==> src/rtl/game_flow_if.sv <==
// game_flow_if: engine events in, session controls out, between the game engine and the flow controller.
interface game_flow_if #(
  parameter int LIFE_W  = 3,
  parameter int LEVEL_W = 3
);
  logic               frame_tick;
  logic               start_btn;
  logic               pause_btn;
  logic               collision;
  logic               level_done;
  logic               timer_expired;
  logic [2:0]         state;
  logic [LIFE_W-1:0]  lives;
  logic [LEVEL_W-1:0] level;
  logic               run_en;
  logic               load_level;
  logic               end_game;
  modport master (
    output frame_tick, start_btn, pause_btn, collision, level_done, timer_expired,
    input  state, lives, level, run_en, load_level, end_game
  );
  modport slave (
    input  frame_tick, start_btn, pause_btn, collision, level_done, timer_expired,
    output state, lives, level, run_en, load_level, end_game
  );
endinterface

==> src/rtl/game_flow_controller.sv <==
// game_flow_controller: game session sequencer owning lives/level counters and datapath run/reload/end controls.
module game_flow_controller #(
  parameter int LIVES_INIT   = 3,
  parameter int LIFE_W       = 3,
  parameter int MAX_LEVEL    = 4,
  parameter int LEVEL_W      = 3,
  parameter int PAUSE_FRAMES = 60,
  parameter int CNT_W        = 8
) (
  input logic       clk,
  input logic       rst_n,
  game_flow_if.slave bus
);
  typedef enum logic [2:0] {IDLE, PLAY, PAUSE, HIT, LEVEL_UP, WIN, LOSE} state_t;
  localparam logic [LIFE_W-1:0]  LIVES_START = LIFE_W'(LIVES_INIT);
  localparam logic [LEVEL_W-1:0] LAST_LEVEL  = LEVEL_W'(MAX_LEVEL);
  localparam logic [CNT_W-1:0]   DELAY       = CNT_W'(PAUSE_FRAMES);
  state_t             state, nextState;
  logic [LIFE_W-1:0]  lives, nextLives;
  logic [LEVEL_W-1:0] level, nextLevel;
  logic [CNT_W-1:0]   cnt, nextCnt;
  logic               nextLoad, loadLevel, runEn, endGame;
  always_comb begin
    nextState = state;
    nextLives = lives;
    nextLevel = level;
    nextCnt   = cnt;
    nextLoad  = 1'b0;
    case (state)
      IDLE: if (bus.start_btn) begin
        nextState = PLAY;
        nextLives = LIVES_START;
        nextLevel = LEVEL_W'(1);
        nextLoad  = 1'b1;
      end
      PLAY: begin
        // fixed priority; losing events beat everything, lower ones are dropped
        if (bus.timer_expired) nextState = LOSE;
        else if (bus.collision) begin
          nextState = (lives <= LIFE_W'(1)) ? LOSE : HIT;
          nextLives = (lives <= LIFE_W'(1)) ? '0 : lives - LIFE_W'(1);
          nextCnt   = (lives <= LIFE_W'(1)) ? cnt : DELAY;
        end else if (bus.level_done) begin
          nextState = (level >= LAST_LEVEL) ? WIN : LEVEL_UP;
          nextLevel = (level >= LAST_LEVEL) ? level : level + LEVEL_W'(1);
          nextCnt   = (level >= LAST_LEVEL) ? cnt : DELAY;
        end else if (bus.pause_btn) nextState = PAUSE;
      end
      PAUSE: nextState = bus.pause_btn ? PLAY : PAUSE;
      HIT, LEVEL_UP: if (bus.frame_tick) begin
        // a zero count can only come from corruption; treat it as expired
        if (cnt <= CNT_W'(1)) begin
          nextState = PLAY;
          nextCnt   = '0;
          nextLoad  = 1'b1;
        end else nextCnt = cnt - CNT_W'(1);
      end
      WIN, LOSE: nextState = bus.start_btn ? IDLE : state;
      default: nextState = IDLE;
    endcase
  end
  always_ff @(posedge clk or negedge rst_n) begin
    if (!rst_n) begin
      state     <= IDLE;
      lives     <= '0;
      level     <= '0;
      cnt       <= '0;
      loadLevel <= 1'b0;
      runEn     <= 1'b0;
      endGame   <= 1'b0;
    end else begin
      state     <= nextState;
      lives     <= nextLives;
      level     <= nextLevel;
      cnt       <= nextCnt;
      loadLevel <= nextLoad;
      runEn     <= nextState == PLAY;
      endGame   <= nextState == WIN || nextState == LOSE;
    end
  end
  assign bus.state      = state;
  assign bus.lives      = lives;
  assign bus.level      = level;
  assign bus.run_en     = runEn;
  assign bus.load_level = loadLevel;
  assign bus.end_game   = endGame;
endmodule

==> src/flat_wrapper.sv <==
// flat-port wrapper written by rule: the top's interface ports become plain ports
module game_flow_controller_flat 
#(
  parameter int LIVES_INIT   = 3,
  parameter int LIFE_W       = 3,
  parameter int MAX_LEVEL    = 4,
  parameter int LEVEL_W      = 3,
  parameter int PAUSE_FRAMES = 60,
  parameter int CNT_W        = 8
)
  (clk, rst_n, bus_frame_tick, bus_start_btn, bus_pause_btn, bus_collision, bus_level_done, bus_timer_expired, bus_state, bus_lives, bus_level, bus_run_en, bus_load_level, bus_end_game);
  game_flow_if #(.LIFE_W(LIFE_W), .LEVEL_W(LEVEL_W)) bus_i ();
  input logic clk;
  input logic rst_n;
  input wire logic [$bits(bus_i.frame_tick)-1:0] bus_frame_tick;
  input wire logic [$bits(bus_i.start_btn)-1:0] bus_start_btn;
  input wire logic [$bits(bus_i.pause_btn)-1:0] bus_pause_btn;
  input wire logic [$bits(bus_i.collision)-1:0] bus_collision;
  input wire logic [$bits(bus_i.level_done)-1:0] bus_level_done;
  input wire logic [$bits(bus_i.timer_expired)-1:0] bus_timer_expired;
  output wire logic [$bits(bus_i.state)-1:0] bus_state;
  output wire logic [$bits(bus_i.lives)-1:0] bus_lives;
  output wire logic [$bits(bus_i.level)-1:0] bus_level;
  output wire logic [$bits(bus_i.run_en)-1:0] bus_run_en;
  output wire logic [$bits(bus_i.load_level)-1:0] bus_load_level;
  output wire logic [$bits(bus_i.end_game)-1:0] bus_end_game;
  assign bus_i.frame_tick = bus_frame_tick;
  assign bus_i.start_btn = bus_start_btn;
  assign bus_i.pause_btn = bus_pause_btn;
  assign bus_i.collision = bus_collision;
  assign bus_i.level_done = bus_level_done;
  assign bus_i.timer_expired = bus_timer_expired;
  assign bus_state = bus_i.state;
  assign bus_lives = bus_i.lives;
  assign bus_level = bus_i.level;
  assign bus_run_en = bus_i.run_en;
  assign bus_load_level = bus_i.load_level;
  assign bus_end_game = bus_i.end_game;
  game_flow_controller #(.LIVES_INIT(LIVES_INIT), .LIFE_W(LIFE_W), .MAX_LEVEL(MAX_LEVEL), .LEVEL_W(LEVEL_W), .PAUSE_FRAMES(PAUSE_FRAMES), .CNT_W(CNT_W)) u_core (.clk(clk), .rst_n(rst_n), .bus(bus_i));
endmodule
==> config.mk <==
export PLATFORM = sky130hd
export DESIGN_NAME = game_flow_controller_flat
export DESIGN_NICKNAME = d
export VERILOG_FILES = /design/src/rtl/game_flow_if.sv /design/src/rtl/game_flow_controller.sv /design/src/flat_wrapper.sv
export SDC_FILE = /design/constraint.sdc
export NUM_CORES = 1
export LEC_CHECK = 0
export ABC_AREA = 1
export CORE_MARGIN = 2
export CORE_UTILIZATION = 43
export CTS_BUF_LIST = sky130_fd_sc_hd__clkbuf_8
export DETAILED_ROUTE_END_ITERATION = 10
export DONT_BUFFER_PORTS = 1
export PLACE_DENSITY_LB_ADDON = 0.25
export SLEW_MARGIN = 20
export SYNTH_ARGS = -nofsm -noshare
export SYNTH_HDL_FRONTEND = slang
export SYNTH_SLANG_ARGS = --single-unit
==> constraint.sdc <==
create_clock -name clk -period 3.2 [get_ports clk]
set_clock_uncertainty 0.2 [all_clocks]
set_input_delay 0.96 -clock clk [delete_from_list [all_inputs] [get_ports clk]]
set_output_delay 0.96 -clock clk [all_outputs]
set_load 0.1 [all_outputs]
==> flow_metrics.py <==
metrics = {
    "run_status": {
        "outcome": "finished, final reports clean",
    },
    "floorplanning": {
        "site_rows": 20,
        "overall_die_width_um": 61.1,
        "fp.dieArea_sq_um": 3740,
        "core_sq_um": 3080,
        "io_pins": 20,
        "floorplan.initialDensity_pct": 45.6,
        "die_y_um": 61.1,
    },
    "cts": {
        "insertion_delay_ps": 260,
        "htree_num_levels": 1,
        "post-cts-setup-buffers": 0,
        "tritoncts.num_buffers": 3,
        "ctsLongestPathBuffers": 2,
        "tritoncts_clock_tree": "built",
        "clk_pin_slew_worst_paths_ps": 80,
        "clockRootBuffer": "sky130_fd_sc_hd__clkbuf_8",
        "post_cts_resized": 0,
        "holdBufCountCts": 0,
        "cts_num_sinks": 20,
    },
    "cells_and_area": {
        "antennaDiodeCount": 0,
        "final_cell_count_no_fill": 246,
        "finish.net_count": 217,
        "layout-drive-gt1-share_pct": 17.3,
        "area_growth_syn_to_layout_pct": 10.5,
    },
    "grt": {
        "vias_in_the_first_global_route": 1189,
        "grt_max_degree": 21,
        "grt_overflow": 0,
        "antenna_found_initial": 0,
        "first_pass_grt_wire_length_um": 5150,
        "grt_util_all_layers_pct": 18.1,
    },
    "synth": {
        "synth_simple_gate_area_share_pct": 33.0,
        "yosysMostFrequentCell": "sky130_fd_sc_hd__nand2_1",
        "synth_enable_flop_cells": 0,
        "synth_top_family_by_area": "simple AND/OR/NAND/NOR gates",
        "synth_fp_nets": 206,
        "yosysUniqueCellTypes": 27,
        "synth_common_cells": "sky130_fd_sc_hd__nand2_1 (40), sky130_fd_sc_hd__inv_1 (24), sky130_fd_sc_hd__dfrtp_1 (20)",
        "syn-mean-instance-area_sq_um": 7.31,
        "syn-cell-area_sq_um": 1400,
        "asyncSetResetFlopFracSynth_pct": 100,
        "synth_compound_area_share_pct": 14.8,
        "yosys-mux-area-fraction_pct": 0,
        "synthesized_netlist_cell_count": 192,
        "synthTopCellsByArea": "sky130_fd_sc_hd__dfrtp_1 (36%), sky130_fd_sc_hd__nand2_1 (11%), sky130_fd_sc_hd__nand3_1 (6.4%)",
        "portion_of_the_post_synthesis_area_used_by_sequential_elements_pct": 35.7,
        "synth.yosys.warnings": 0,
        "synthDominantAreaCellType": "sky130_fd_sc_hd__dfrtp_1",
        "synthXorXnorAreaFrac_pct": 1.87,
        "synth_adder_area_share_pct": 5.35,
        "ys_ff_latch": 20,
        "yosys_most_used_dff": "sky130_fd_sc_hd__dfrtp_1",
        "yosys.area.top_type_share_pct": 35.7,
    },
    "setup_path": {
        "timing.setup.critical_path_class": "reg2out",
        "cp_data_arrival_time_ps": 1240,
        "cp.required_ps": 2040,
        "worstPathMaxFanout": 5,
        "critical_path.startpoint_type": "flop",
        "endpoint_kind": "output port",
    },
    "place": {
        "port-buffer-count": 0,
        "dpl.cell_count": 242,
        "place_congestion": 0.827,
        "dp_hpwl_um": 2220,
    },
    "route": {
        "detailed_router_iteration_count_before_antenna_repair": 4,
        "routed-via-count": 1257,
        "drt-total-wl_um": 2880,
        "detail_route.wl_per_cell_um": 11.7,
        "ant_nets": 0,
        "route.detailed.vias_per_inst": 5.11,
        "drc": 0,
        "first_iter_violations": 31,
    },
    "timing": {
        "relSlewSlack_pct": 35.7,
        "timing.final.setup_violations": 0,
        "final_min_period_over_clock_period_pct": 75.1,
        "tns_ps": 0,
        "rsz_0062_raised_after_global_routing": "no",
        "final_period_minus_worst_setup_slack_ps": 2400,
        "fmax_mhz": 416,
        "worst_slew_pin_slew_ps": 964,
        "finalMaxSlewViolations": 0,
        "finalHoldViolations": 0,
    },
    "job": {
        "max_cap_viol_count": 0,
    },
    "hold_path": {
        "hold_path.class": "in2async",
    },
}
routing by layer:
| layer | part of all wire [%] | track usage (%) | vias to the layer above |
|---|---|---|---|
| li1 | - | - | 645 |
| met1 | 45 | 23.0 | 584 |
| met2 | 49 | 31.6 | 26 |
| met3 | 5.4 | 4.20 | 2 |
| met4 | 0.28 | 3.73 | 0 |
| met5 | 0 | 0 | - |
final timing paths:
| kind | start | end | slack, ps | cells past startpoint |
|---|---|---|---|---|
| min in group clk | u_core.cnt[0] | u_core.cnt[0] | 360 | 1 |
| setup reg to reg | u_core.bus.lives[1] | u_core.cnt[5] | 1010 | 9 |
| hold / removal | rst_n | u_core.bus.level[0] | 190 | 0 |
| hold reg to reg | u_core.cnt[0] | u_core.cnt[0] | 360 | 1 |
| max in group asynchronous | rst_n | u_core.cnt[7] | 2540 | 0 |
| setup / recovery | u_core.bus.level[2] | bus_level[2] | 800 | 0 |
layout by cell type, fill, tap and decap left out, drive strengths merged:
cell,synthesis,layout
o21bai,2,2
nor3,4,4
nand3b,1,1
nand3,19,19
o21ai,22,22
and2,2,2
xnor2,1,1
inv,29,29
nor2,24,24
clkbuf,0,4
dfrtp,20,20
a21oi,12,12
buf,2,8
xor2,2,2
ha,6,6
nand2,43,43
nand4,3,3
sequential cells by signal (all words and copies together), names as in the netlist:
| register | cells |
|---|---|
| u_core.bus.end_game | 1 |
| u_core.bus.level | 3 |
| u_core.bus.lives | 3 |
| u_core.bus.load_level | 1 |
| u_core.bus.run_en | 1 |
| u_core.bus.state | 3 |
| u_core.cnt | 8 |
worst register-to-register path: stages, from the launching register on:
cell and delay [ps]:
sky130_fd_sc_hd__dfrtp_1 330, sky130_fd_sc_hd__buf_4 290, sky130_fd_sc_hd__inv_1 140, sky130_fd_sc_hd__ha_1 190
sky130_fd_sc_hd__o21bai_1 170, sky130_fd_sc_hd__nand3_1 140, sky130_fd_sc_hd__a21oi_1 140, sky130_fd_sc_hd__nor2_4 340
sky130_fd_sc_hd__nand2_1 110, sky130_fd_sc_hd__o21ai_2 70
final cells by class:
cell class / instances / area, sq um
flip-flops and latches: 20 / 500
repair buffers: 8 / 60.1
fillers: 291 / 1530
inverters: 29 / 109
multi-input cells: 141 / 772
well taps: 44 / 55.1
clock buffers: 4 / 55.1
per-stage QoR:
step	hold slack, ps	area (sq um)	util (%)	setup slack, ps
final	186	1550	50.4	795
after global routing	170	1550	50.4	762
after detailed placement	351	1500	48.6	1050
after CTS	180	1550	50.4	788
after floorplan	314	1400	-	826
after global placement	343	1500	48.6	1090
cells by family (layout without fill, tap and decap cells):
logic type / count (synthesis) / after routing
AO/OA/AOI/OAI: 36 / 36
buffers and inverters: 31 / 41
XOR/XNOR: 3 / 3
flip-flops: 20 / 20
AND/OR/NAND/NOR: 96 / 96
adder cells (fa/ha/maj): 6 / 6
Power is left out: the tool's default activity adds up to more than one toggle a clock period on the data nets, which glitch-free logic cannot reach.
